===== src/rtl/video_timing_multimode_pkg.sv =====
// video_timing_multimode_pkg
//   Shared raster mode table for the timing generator, compositor and
//   pattern generators. Holds the mode index constants, the per-mode
//   horizontal/vertical act/fp/sync/bp segment lengths and sync polarity,
//   and decode helpers that map a mode index onto those fields.
//   No ports (package).
package video_timing_multimode_pkg;

  localparam int TIM_W = 16;

  localparam logic [1:0] MODE_720P    = 2'd0;
  localparam logic [1:0] MODE_SVGA    = 2'd1;
  localparam logic [1:0] MODE_VGA     = 2'd2;
  localparam logic [1:0] MODE_BRINGUP = 2'd3;

  typedef struct packed {
    logic [TIM_W-1:0] act;
    logic [TIM_W-1:0] fp;
    logic [TIM_W-1:0] sync;
    logic [TIM_W-1:0] bp;
  } axis_timing_t;

  // pol = 1: sync pulse drives high; pol = 0: sync pulse drives low.
  typedef struct packed {
    axis_timing_t h;
    axis_timing_t v;
    logic         h_pol;
    logic         v_pol;
  } mode_timing_t;

  typedef enum logic [2:0] {
    F_ACT,
    F_FP,
    F_SYNC,
    F_BP,
    F_TOTAL
  } axis_field_e;

  function automatic mode_timing_t mode_decode(input logic [1:0] m);
    mode_timing_t t;
    t.h_pol = 1'b1;
    t.v_pol = 1'b1;
    case (m)
      MODE_720P: begin
        t.h = '{act: 16'd1280, fp: 16'd110, sync: 16'd40,  bp: 16'd220};
        t.v = '{act: 16'd720,  fp: 16'd5,   sync: 16'd5,   bp: 16'd20};
      end
      MODE_SVGA: begin
        t.h = '{act: 16'd800,  fp: 16'd40,  sync: 16'd128, bp: 16'd88};
        t.v = '{act: 16'd600,  fp: 16'd1,   sync: 16'd4,   bp: 16'd23};
      end
      MODE_VGA: begin
        t.h = '{act: 16'd640,  fp: 16'd16,  sync: 16'd96,  bp: 16'd48};
        t.v = '{act: 16'd480,  fp: 16'd10,  sync: 16'd2,   bp: 16'd33};
        t.h_pol = 1'b0;
        t.v_pol = 1'b0;
      end
      default: begin
        // Tiny raster for simulation and bring-up.
        t.h = '{act: 16'd8,    fp: 16'd2,   sync: 16'd2,   bp: 16'd2};
        t.v = '{act: 16'd4,    fp: 16'd1,   sync: 16'd1,   bp: 16'd1};
      end
    endcase
    return t;
  endfunction

  function automatic logic [TIM_W-1:0] mode_field(input logic [1:0]  m,
                                                  input logic        vert,
                                                  input axis_field_e f);
    mode_timing_t     t;
    axis_timing_t     a;
    logic [TIM_W-1:0] r;
    t = mode_decode(m);
    a = vert ? t.v : t.h;
    case (f)
      F_ACT:   r = a.act;
      F_FP:    r = a.fp;
      F_SYNC:  r = a.sync;
      F_BP:    r = a.bp;
      default: r = a.act + a.fp + a.sync + a.bp;
    endcase
    return r;
  endfunction

  function automatic logic mode_pol(input logic [1:0] m, input logic vert);
    mode_timing_t t;
    t = mode_decode(m);
    return vert ? t.v_pol : t.h_pol;
  endfunction

endpackage


===== src/rtl/video_timing_multimode_axis.sv =====
// video_timing_multimode_axis
//   One raster axis (horizontal or vertical): position counter that wraps at
//   a runtime total, plus active-area and sync-window decode of the position
//   it is about to take. Decoded outputs are registered so they line up with
//   the counter on the same edge.
// Ports:
//   clk, reset        clock, async active-high reset
//   ce, adv           counter steps when both are high (adv = carry in)
//   total             total of the mode governing the current frame
//   dec_act/fp/sync   segment lengths of the mode governing the next position
//   dec_pol           sync polarity of that mode
//   at_last           counter sits on total-1 (combinational carry out)
//   act_nxt           next position lies inside the active segment
//   pos               registered position shown downstream
//   sync_lvl          registered sync output level
//   start             one-cycle pulse: pos just wrapped to 0
module video_timing_multimode_axis #(
  parameter int              CW       = 16,
  parameter logic [CW-1:0]   RST_CNT  = '0,
  parameter logic            RST_SYNC = 1'b0
) (
  input  logic          clk,
  input  logic          reset,
  input  logic          ce,
  input  logic          adv,
  input  logic [CW-1:0] total,
  input  logic [CW-1:0] dec_act,
  input  logic [CW-1:0] dec_fp,
  input  logic [CW-1:0] dec_sync,
  input  logic          dec_pol,
  output logic          at_last,
  output logic          act_nxt,
  output logic [CW-1:0] pos,
  output logic          sync_lvl,
  output logic          start
);

  logic [CW-1:0] cnt;
  logic [CW-1:0] cnt_nxt;
  logic [CW-1:0] sync_lo;
  logic [CW-1:0] sync_hi;
  logic          step;
  logic          in_sync;

  assign step     = ce & adv;
  assign at_last  = (cnt == total - CW'(1));
  assign cnt_nxt  = !step ? cnt : (at_last ? '0 : cnt + CW'(1));
  assign sync_lo  = dec_act + dec_fp;
  assign sync_hi  = sync_lo + dec_sync;
  assign act_nxt  = (cnt_nxt < dec_act);
  assign in_sync  = (cnt_nxt >= sync_lo) && (cnt_nxt < sync_hi);

  // The internal counter resets to the last position so the first advance
  // is a wrap; the visible position output resets to 0 independently.
  always_ff @(posedge clk or posedge reset) begin
    if (reset) begin
      cnt      <= RST_CNT;
      pos      <= '0;
      sync_lvl <= RST_SYNC;
      start    <= 1'b0;
    end else begin
      cnt <= cnt_nxt;
      if (ce) begin
        pos      <= cnt_nxt;
        sync_lvl <= in_sync ? dec_pol : ~dec_pol;
        start    <= step & at_last;
      end else begin
        start    <= 1'b0;
      end
    end
  end

endmodule


===== src/rtl/video_timing_multimode.sv =====
// video_timing_multimode
//   Multi-mode raster timing generator. Mode requests are taken only on the
//   cycle that advances out of the last pixel of a frame; everything else
//   follows the mode latched there. Runs from a 2x clock via ce.
// Ports:
//   clk          pixel-domain clock
//   reset        async active-high reset
//   ce           pixel advance enable; state holds while low
//   mode         requested mode, sampled at the frame boundary
//   hsync/vsync  sync outputs at per-mode polarity
//   visible      inside the active area
//   x, y         raw raster position (runs through blanking)
//   line_start   one-cycle pulse when x becomes 0
//   frame_start  one-cycle pulse when (x,y) becomes (0,0)
//   mode_active  mode governing the current frame
module video_timing_multimode
  import video_timing_multimode_pkg::*;
#(
  parameter int         COORD_W    = 16,
  parameter logic [1:0] RESET_MODE = 2'd0
) (
  input  logic               clk,
  input  logic               reset,
  input  logic               ce,
  input  logic [1:0]         mode,
  output logic               hsync,
  output logic               vsync,
  output logic               visible,
  output logic [COORD_W-1:0] x,
  output logic [COORD_W-1:0] y,
  output logic               line_start,
  output logic               frame_start,
  output logic [1:0]         mode_active
);

  localparam logic [COORD_W-1:0] RST_H_LAST =
    COORD_W'(mode_field(RESET_MODE, 1'b0, F_TOTAL) - 16'd1);
  localparam logic [COORD_W-1:0] RST_V_LAST =
    COORD_W'(mode_field(RESET_MODE, 1'b1, F_TOTAL) - 16'd1);
  localparam logic RST_HSYNC = ~mode_pol(RESET_MODE, 1'b0);
  localparam logic RST_VSYNC = ~mode_pol(RESET_MODE, 1'b1);

  logic               h_last;
  logic               v_last;
  logic               frame_end;
  logic [1:0]         mode_nxt;
  logic               h_act_nxt;
  logic               v_act_nxt;
  logic [COORD_W-1:0] h_total;
  logic [COORD_W-1:0] v_total;
  logic [COORD_W-1:0] h_act_n;
  logic [COORD_W-1:0] h_fp_n;
  logic [COORD_W-1:0] h_sync_n;
  logic [COORD_W-1:0] v_act_n;
  logic [COORD_W-1:0] v_fp_n;
  logic [COORD_W-1:0] v_sync_n;
  logic               h_pol_n;
  logic               v_pol_n;

  // Wrap points follow the current frame's mode; window decode follows the
  // mode that will own the next position, so the first pixel of a new-mode
  // frame already decodes against the new timing.
  assign frame_end = ce & h_last & v_last;
  assign mode_nxt  = frame_end ? mode : mode_active;

  assign h_total  = COORD_W'(mode_field(mode_active, 1'b0, F_TOTAL));
  assign v_total  = COORD_W'(mode_field(mode_active, 1'b1, F_TOTAL));
  assign h_act_n  = COORD_W'(mode_field(mode_nxt, 1'b0, F_ACT));
  assign h_fp_n   = COORD_W'(mode_field(mode_nxt, 1'b0, F_FP));
  assign h_sync_n = COORD_W'(mode_field(mode_nxt, 1'b0, F_SYNC));
  assign v_act_n  = COORD_W'(mode_field(mode_nxt, 1'b1, F_ACT));
  assign v_fp_n   = COORD_W'(mode_field(mode_nxt, 1'b1, F_FP));
  assign v_sync_n = COORD_W'(mode_field(mode_nxt, 1'b1, F_SYNC));
  assign h_pol_n  = mode_pol(mode_nxt, 1'b0);
  assign v_pol_n  = mode_pol(mode_nxt, 1'b1);

  video_timing_multimode_axis #(
    .CW       (COORD_W),
    .RST_CNT  (RST_H_LAST),
    .RST_SYNC (RST_HSYNC)
  ) u_h_axis (
    .clk      (clk),
    .reset    (reset),
    .ce       (ce),
    .adv      (1'b1),
    .total    (h_total),
    .dec_act  (h_act_n),
    .dec_fp   (h_fp_n),
    .dec_sync (h_sync_n),
    .dec_pol  (h_pol_n),
    .at_last  (h_last),
    .act_nxt  (h_act_nxt),
    .pos      (x),
    .sync_lvl (hsync),
    .start    (line_start)
  );

  // The vertical axis carries in from the horizontal wrap; its own wrap
  // pulse therefore coincides exactly with the frame boundary.
  video_timing_multimode_axis #(
    .CW       (COORD_W),
    .RST_CNT  (RST_V_LAST),
    .RST_SYNC (RST_VSYNC)
  ) u_v_axis (
    .clk      (clk),
    .reset    (reset),
    .ce       (ce),
    .adv      (h_last),
    .total    (v_total),
    .dec_act  (v_act_n),
    .dec_fp   (v_fp_n),
    .dec_sync (v_sync_n),
    .dec_pol  (v_pol_n),
    .at_last  (v_last),
    .act_nxt  (v_act_nxt),
    .pos      (y),
    .sync_lvl (vsync),
    .start    (frame_start)
  );

  always_ff @(posedge clk or posedge reset) begin
    if (reset) begin
      visible     <= 1'b0;
      mode_active <= RESET_MODE;
    end else if (ce) begin
      visible     <= h_act_nxt & v_act_nxt;
      mode_active <= mode_nxt;
    end
  end

endmodule

===== config.mk =====
export PLATFORM = sky130hd
export DESIGN_NAME = video_timing_multimode
export DESIGN_NICKNAME = d
export VERILOG_FILES = /design/src/rtl/video_timing_multimode_pkg.sv /design/src/rtl/video_timing_multimode_axis.sv /design/src/rtl/video_timing_multimode.sv
export SDC_FILE = /design/constraint.sdc
export NUM_CORES = 1
export LEC_CHECK = 0
export ABC_AREA = 1
export BUFFER_PORTS_ARGS = -buffer_cell sky130_fd_sc_hd__buf_2
export CORE_AREA = 2 2 108 110
export CTS_BUF_LIST = sky130_fd_sc_hd__clkbuf_4 sky130_fd_sc_hd__clkbuf_8
export DETAILED_ROUTE_END_ITERATION = 10
export DIE_AREA = 0 0 110 112
export PLACE_DENSITY_LB_ADDON = 0.2
export SLEW_MARGIN = 20
export SYNTH_ARGS = -nofsm -noshare
export SYNTH_HDL_FRONTEND = slang
export SYNTH_SLANG_ARGS = --single-unit

===== constraint.sdc =====
create_clock -name clk -period 4 [get_ports clk]
set_input_delay 0.2 -clock clk [delete_from_list [all_inputs] [get_ports clk]]
set_output_delay 0.2 -clock clk [all_outputs]
set_load 0.01 [all_outputs]

==> metrics, run 1 <==
Synth Warn #=0; Final Slew Violations=0; Top FF cell, synth=dfrtp_1; Slew HR=0.459; Arrival @ worst endpoint=4.21 ns; Die Wd=about 110 um; GP Congestion=around 0.95; antenna violations before repair=0; Final Cycle Share=0.975; switching part of the total=0.395; count leader, synth=nand2_1; Design Area, Final=6780 um2; vias in the first global route=4938; Min-Delay Path Class=in -> reg; final hold vios=0; IO Port Bufs=43; Setup CP Type=reg -> reg; Routed wire per std cell=16.0 um; first-pass GRT wire length=between 20 and 30 mm; worst vdd ir=between 0.0002 and 0.00025 V; Power Dens Cells=314 nW/um2; Leak=about 3.5 nW; register share of total power=0.427; asr flop ratio synth=1.00; internal cell power=about 1.3 mW; TritonCTS clock tree=done; number of synthesized register bits=a little over 70; Post-Syn Nets=~830; Pre-antenna DRT Iters=5; Syn Area/Cell=about 7.2 um2; total track usage=0.266; met2 WL=between 6 and 7 mm; clk root buf=clkbuf_8; Worst setup SP type=register; CTS clock-pin slew for the worst setup and hold paths=about 0.09 ns; Final nets=roughly 920; Top Metal Used=met4; DRT antenna net count=0; cells after synthesis=~770; hpwl dp=~12 mm; via count=around 5.3k; total of max-cap violations=0; Setup WS pre-CTS=-0.100 ns; Max Clock Freq=between 200 and 300 MHz; Routed WL=16.0 mm; via/cell ratio=around 5.3; diode count=0; IO Count=44; residual DRC count=0; Sink Count=71; worst slew pin tran=just over 0.8 ns; clk buf depth=2; most common library cells after synthesis=nand2_1 (215), inv_1 (111), nor2_1 (60), ha_1 (59), dfrtp_1 (58); post-synth cell types=45; Yosys top cell area share=0.264; sequential area share after synthesis=0.326; DRT iter0 DRCs=around 300; WL met3=about 1.1 mm; area delta synth->final=23.4%; worst hold margin=0.110 ns; area leader, netlist=dfrtp_1; slowest cell delay on critical path=about 0.48 ns; Logic pwr share=0.320; Worst Skew=around 0.0096 ns; Die Height=between 100 and 150 um; final-report setup violation count=0; Psw=approximately 0.84 mW; CP max stage cell=dfrtp_2; CTS H-tree depth=3; core box area=roughly 11000 um2; Placed Area=around 6000 um2; worst skew pair latency=0.37 ns; status=complete, no violations; crit end category=register; Post-synth EDFFs=0; RSZ-0062 raised after global routing=yes; cell row count=39; post-layout minimum cycle time=~3.9 ns; clock power share=0.254; top area cells in the synthesized netlist=dfrtp_1 (26%), nand2_1 (15%), ha_1 (13%), inv_1 (7.6%), dfstp_2 (6.2%); fraction of layout cells with a size suffix above 1=0.278; M1 wire length=7.44 mm; pin count of the biggest net entering global routing=64; Worst Slack Setup Final=roughly 0.1 ns; die area=~12000 um2; critical path required time=4.32 ns; CTS Buf Count=9; Starting Density=0.492; GRT overflow=0; Max FO, Critical Path=7; synthesized area=5490 um2; total power=2.13 mW
## power groups by stage
stage          registers (mW)  clock network [mW]  logic, mW
3_3_place_gp            0.916                   0      0.595
2_1_floorplan           0.907                   0      0.419
3_5_place_dp            0.917                   0      0.613
6_report                0.908               0.540      0.680
5_1_grt                 0.920               0.580      0.761
4_1_cts                 0.905               0.551      0.620
## metal layers
layer	GRT usage	vias up
met5	0	-
met4	0.113	0
met3	0.0504	31
met2	0.367	191
met1	0.401	2447
li1	-	2647
## repair_timing
item / CTS / global route
hold buffers: 1 / 0
endpoints found under the setup margin: 3 / 3
pin swaps: 0 / 38
hold endpoints to repair: 29 / 0
resized for setup: 5 / 104
setup buffers: 0 / 20
## critical path: cells and delay by family, from the launching register on
kind / cells / cell delay (ns)
simple gates: 19 / 2.09
fa+ha+maj: 2 / 0.53
flops: 1 / 0.48
buf+inv: 4 / 0.37
compound gates: 4 / 0.35
## per-stage QoR
step                      utilization  std cells  setup TNS [ns]
final                           0.607       1002               0
after global routing            0.607       1002          -0.245
after CTS                       0.556        982         -0.0223
after detailed placement        0.538        965          -0.226
after global placement          0.538        965         -0.0612
after floorplan                     -        765               0
## worst paths after layout
kind	startpoint	to	slack, ns	depth (start not counted)
max	mode_active[0]	u_v_axis.sync_lvl	0.10	29
min	mode[1]	mode_active[1]	0.11	2
max reg2reg	mode_active[0]	u_v_axis.sync_lvl	0.10	29
min reg2reg	u_h_axis.pos[14]	u_h_axis.pos[14]	0.48	2
max in group asynchronous	reset	u_v_axis.cnt[9]	2.53	4
min in group asynchronous	reset	u_v_axis.sync_lvl	0.49	3
## layout make-up
cell class,instances,area (um2)
clock inverters,7,50.0
fillers,995,4400
repair buffers,94,616
clock buffers,9,124
multi-input cells,555,3540
well taps,143,179
inverters,123,477
flip-flops and latches,71,1800
## logic make-up (layout without fill, tap and decap cells)
logic type | after synthesis | after routing | synth area share
xor gates and xnor gates | 10 | 10 | 0.0159
adders and majority gates | 59 | 59 | 0.134
buffers and inverters | 139 | 233 | 0.103
AOI/OAI and AO/OA | 85 | 85 | 0.0870
and+or+nand+nor | 401 | 401 | 0.333
DFF | 71 | 71 | 0.326
## placed cells by master, fill, tap and decap left out, types with 9 or more instances in the layout
master,synthesis,layout
o21ai_0,40,35
nand4_1,23,23
ha_4,0,14
inv_1,111,96
dfrtp_1,58,56
nand2_2,7,21
a21oi_1,26,20
nor3_1,12,12
buf_2,2,43
ha_1,59,43
inv_2,11,21
nor2_1,60,51
nand3_1,50,46
nand2_1,215,198
nor2_2,4,9
dfstp_2,13,13
clkbuf_8,0,9
buf_4,1,46
## registers in the layout, summed over array words and instances, names as in the netlist
name               flops
mode_active            2
u_h_axis.cnt          16
u_h_axis.pos          16
u_h_axis.start         1
u_h_axis.sync_lvl      1
u_v_axis.cnt          16
u_v_axis.pos          16
u_v_axis.start         1
u_v_axis.sync_lvl      1
visible                1
(Power assumes the default switching activity.)
==> inputs of run 2 (changes only) <==
--- a/config.mk
+++ b/config.mk
@@ -7,10 +7,13 @@
 export LEC_CHECK = 0
 export ABC_AREA = 1
 export BUFFER_PORTS_ARGS = -buffer_cell sky130_fd_sc_hd__buf_2
-export CORE_AREA = 2 2 108 110
+export CELL_PAD_IN_SITES_DETAIL_PLACEMENT = 0
+export CELL_PAD_IN_SITES_GLOBAL_PLACEMENT = 1
+export CORE_AREA = 2 2 142 102
 export CTS_BUF_LIST = sky130_fd_sc_hd__clkbuf_4 sky130_fd_sc_hd__clkbuf_8
+export CTS_CLUSTER_SIZE = 16
 export DETAILED_ROUTE_END_ITERATION = 10
-export DIE_AREA = 0 0 110 112
+export DIE_AREA = 0 0 144 104
 export PLACE_DENSITY_LB_ADDON = 0.2
 export SLEW_MARGIN = 20
 export SYNTH_ARGS = -nofsm -noshare
==> metrics, run 2 (synthesis gave the netlist of run 1 again) <==
Hold-fix buffers, CTS=0; Max FO, Critical Path=7; die area=15000 um2; IO Count=44; final-report setup violation count=0; Arrival @ worst endpoint=just over 4 ns; Pre-antenna DRT Iters=5; Starting Density=0.402; Final Slew Violations=0; DRT iter0 DRCs=approximately 360; CP max stage cell=dfrtp_2; area delta synth->final=27.8%; GRT overflow=0; DRT antenna net count=0; worst skew pair latency=0.36 ns; most used cell, CP=nand2_1; CP Depth=27; Sink Count=a little over 70; final hold vios=0; WL met3=approximately 910 um; total power=2.33 mW; CTS H-tree depth=3; Leak=approximately 3.6 nW; CTS Buf Count=9; hpwl dp=13.3 mm; diode count=0; Critical path buffers and inverters=6; GP Congestion=approximately 0.94; commonest cells after routing, fill and taps aside=nand2_1 (207), inv_1 (94), buf_4 (56), dfrtp_1 (56), nor2_1 (54); Post-Route Setup TNS=0 ns; Worst Skew=about 0.0072 ns; worst slew pin tran=~0.86 ns; core box area=13600 um2; Reg area=1800 um2; worst vdd ir=~0.00016 V; first-pass GRT wire length=about 27 mm; vias in the first global route=about 5k; M1 wire length=~8.9 mm; worst hold margin=0.00449 ns; Die Height=about 100 um; R2R Path End=u_h_axis.sync_lvl; Slew HR=0.424; IO Port Bufs=43; antenna violations before repair=0; fill count=about 1.4k; Max Clock Freq=around 260 MHz; Routed wire per std cell=between 15 and 20 um; cell row count=36; via count=around 5.3k; CP top delay family=simple AND/OR/NAND/NOR gates; crit end category=register; Worst setup SP type=register; Die Wd=~140 um; clk root buf=clkbuf_8; R2R setup slack=0.18 ns; Top Metal Used=met4; R2R depth=27; Routed WL=16.9 mm; CTS clock-pin slew for the worst setup and hold paths=0.08 ns; worst r2r src=mode_active[0]; Setup CP Type=reg -> reg; slowest cell delay on critical path=0.43 ns; commonest non-fill, non-tap cell in the layout=nand2_1; total of max-cap violations=0; clk buf depth=2; Min-Delay Path Class=in -> async; Power Dens Cells=332 nW/um2; pin count of the biggest net entering global routing=45; post-layout minimum cycle time=around 3.8 ns; multi-input logic area=3540 um2; fraction of layout cells with a size suffix above 1=0.279; total track usage=0.232; residual DRC count=0; TritonCTS clock tree=done; critical path required time=4.26 ns; Final Cycle Share=0.955; met2 WL=about 7 mm; via/cell ratio=5.05; status=complete, no violations; Final nets=929
-- run 2: what timing repair did --
item / in CTS / in global routing
setup endpoints to repair: 2 / 3
gates resized for setup: 4 / 99
pin swaps: 0 / 30
setup buffers: 0 / 10
-- run 2: area by class of cell --
| cell class | instances | share of cell area |
|---|---|---|
| flip-flops and latches | 71 | 0.256 |
| repair buffers | 105 | 0.103 |
| inverters | 123 | 0.0679 |
| multi-input cells | 555 | 0.504 |
| clock inverters | 5 | 0.0148 |
| well taps | 190 | 0.0339 |
| clock buffers | 11 | 0.0207 |
-- run 2: worst max-delay path by stage --
stage | start | end | slack (ns)
2_1_floorplan | mode_active[0] | u_v_axis.sync_lvl | 0.02
3_3_place_gp | mode_active[1] | u_v_axis.sync_lvl | 0.01
3_5_place_dp | mode_active[1] | u_v_axis.sync_lvl | -0.04
4_1_cts | mode_active[1] | u_h_axis.sync_lvl | 0.006
5_1_grt | mode_active[0] | u_h_axis.sync_lvl | -0.08
6_report | mode_active[0] | u_h_axis.sync_lvl | 0.18
-- run 2: metal layers --
metal / track usage / vias to the layer above
met4: 0.0574 / 0
met3: 0.0497 / 11
met5: 0 / -
met2: 0.309 / 143
met1: 0.374 / 2534
li1: - / 2660
-- run 2: per-stage QoR --
step | instance area [um2] | std cells | worst slack (ns) | utilization
detailed placement | 6240 | 1034 | -0.0400 | 0.457
CTS | 6500 | 1050 | 0.00597 | 0.476
floorplan | 5500 | 765 | 0.0206 | -
global placement | 6240 | 1034 | 0.0125 | 0.457
finish | 7020 | 1060 | 0.179 | 0.514
global route | 7020 | 1060 | -0.0826 | 0.514
-- run 2: power by group --
| group | internal, mW | switching [mW] | leakage (nW) |
|---|---|---|---|
| registers | 0.817 | 0.0890 | 0.804 |
| logic | 0.263 | 0.435 | 2.62 |
| clock network | 0.439 | 0.287 | 0.127 |
| total | 1.52 | 0.811 | 3.55 |
==> inputs of run 3 (changes only) <==
==> constraint.sdc (replaced) <==
create_clock -name clk -period 4 [get_ports clk]
set_input_delay 0.4 -clock clk [delete_from_list [all_inputs] [get_ports clk]]
set_output_delay 0.4 -clock clk [all_outputs]
set_load 0.01 [all_outputs]
==> metrics, run 3 (synthesis gave the netlist of run 1 again) <==
Psw=approximately 0.79 mW; Min-Delay Path Class=in -> async; worst r2r src=mode_active[0]; CTS clock-pin slew for the worst setup and hold paths=around 0.08 ns; via/cell ratio=5.04; commonest cells after routing, fill and taps aside=nand2_1 (209), inv_1 (97), dfrtp_1 (56); via count=5280; Final Cycle Share=0.931; DRT iter0 DRCs=roughly 450; status=complete, no violations; hpwl dp=between 10 and 15 mm; Logic pwr share=0.294; R2R setup slack=roughly 0.28 ns; first-pass GRT wire length=26.7 mm; Hold-fix buffers, CTS=0; most used cell, CP=nand2_1; Leak=approximately 3.5 nW; Setup CP Type=reg -> reg; fraction of layout cells with a size suffix above 1=0.248; internal cell power=about 1.4 mW; commonest non-fill, non-tap cell in the layout=nand2_1; worst skew pair latency=about 0.36 ns; Arrival @ worst endpoint=a little under 4 ns; Pre-antenna DRT Iters=5; Worst Skew=between 0.01 and 0.015 ns; vias in the first global route=approximately 5k; post-layout minimum cycle time=between 3 and 4 ns; critical path required time=about 4.3 ns; RSZ-0062 raised after global routing=yes; GRT overflow=0; area delta synth->final=23.1%; total power=2.22 mW; total of max-cap violations=0; die area=~15000 um2; core box area=about 14000 um2; GP Congestion=0.972; multi-input logic area=roughly 3400 um2; clock power share=0.298; total track usage=0.230; final-report setup violation count=0; Slew HR=0.423; IO Port Bufs=between 40 and 50; CTS H-tree depth=3; residual DRC count=0; worst vdd ir=0.000173 V; clk root buf=clkbuf_8; Routed WL=approximately 16 mm; Post-Route Setup TNS=0 ns; Power Dens Cells=between 300 and 400 nW/um2; DRT antenna net count=0; diode count=0; worst slew pin tran=0.864 ns; Final Slew Violations=0; Starting Density=0.402; Placed Area=6170 um2; Final nets=917; register share of total power=0.408; Max Clock Freq=roughly 270 MHz; crit end category=register; Die Height=between 100 and 150 um; IO Count=44; Worst setup SP type=register; antenna violations before repair=0; TritonCTS clock tree=done; Max FO, Critical Path=6; Sink Count=71; CP max stage cell=dfrtp_2; R2R Path End=u_v_axis.sync_lvl; pin count of the biggest net entering global routing=42; slowest cell delay on critical path=~0.48 ns; R2R depth=31; CTS Buf Count=9; fill count=1331; Design Area, Final=6760 um2; Routed wire per std cell=~16 um; switching part of the total=0.357; final hold vios=0; clk buf depth=2; Die Wd=approximately 140 um; cell row count=36; Reg area=between 1500 and 2000 um2
[run 3: cell count changes in the layout (fill, tap and decap cells not counted), sizes merged]
cell and change:
bufinv -1, clkinvlp +1, buf -12
[run 3: final cells by class]
type                       instances  area share
multi-input combinational        555       0.506
sequential                        71       0.266
timing repair buffer              93      0.0890
inverter                         123      0.0705
tap                              190      0.0352
clock buffer                      11      0.0215
clock inverter                     5      0.0120
[run 3: worst max-delay path, delay by kind of cell (launching register included)]
kind | cells | cell delay (ns)
flops | 1 | 0.48
compound gates | 2 | 0.42
simple gates | 21 | 1.55
buf+inv | 5 | 0.41
fa+ha+maj | 3 | 0.73
[run 3: power groups by stage]
stage | logic [mW] | registers (mW) | clock network, mW
final | 0.652 | 0.905 | 0.662
after global routing | 0.737 | 0.916 | 0.710
after CTS | 0.637 | 0.902 | 0.675
after detailed placement | 0.633 | 0.916 | 0
after global placement | 0.623 | 0.914 | 0
after floorplan | 0.419 | 0.907 | 0
[run 3: per-layer routing]
metal  vias up  track usage  part of all wire
li1       2644            -                 -
met1      2474        0.379              0.54
met2       143        0.303              0.39
met3        19       0.0359             0.057
met4         0       0.0602             0.013
met5         -            0                 0
[run 3: how the worst max path moves through the flow]
stage	from	endpoint	slack, ns
floorplan	mode_active[0]	u_v_axis.sync_lvl	0.02
global placement	mode_active[1]	u_v_axis.sync_lvl	0.03
detailed placement	mode_active[1]	u_v_axis.sync_lvl	-0.13
CTS	mode_active[0]	u_v_axis.sync_lvl	0.0005
global route	mode_active[0]	u_v_axis.sync_lvl	-0.09
finish	mode_active[0]	u_v_axis.sync_lvl	0.28
[run 3: stage by stage]
step | util | hold WS [ns] | setup slack [ns] | std cells
2_1_floorplan | - | 0.485 | 0.0206 | 765
3_3_place_gp | 0.452 | 0.458 | 0.0262 | 1025
3_5_place_dp | 0.452 | 0.460 | -0.126 | 1025
4_1_cts | 0.471 | 0.235 | 0.000503 | 1041
5_1_grt | 0.495 | 0.281 | -0.0906 | 1048
6_report | 0.495 | 0.219 | 0.275 | 1048
[run 3: what timing repair did]
item / in CTS / in global routing
pin swaps: 0 / 11
gates resized for setup: 8 / 69
buffers inserted: 0 / 7
endpoints found under the setup margin: 2 / 3
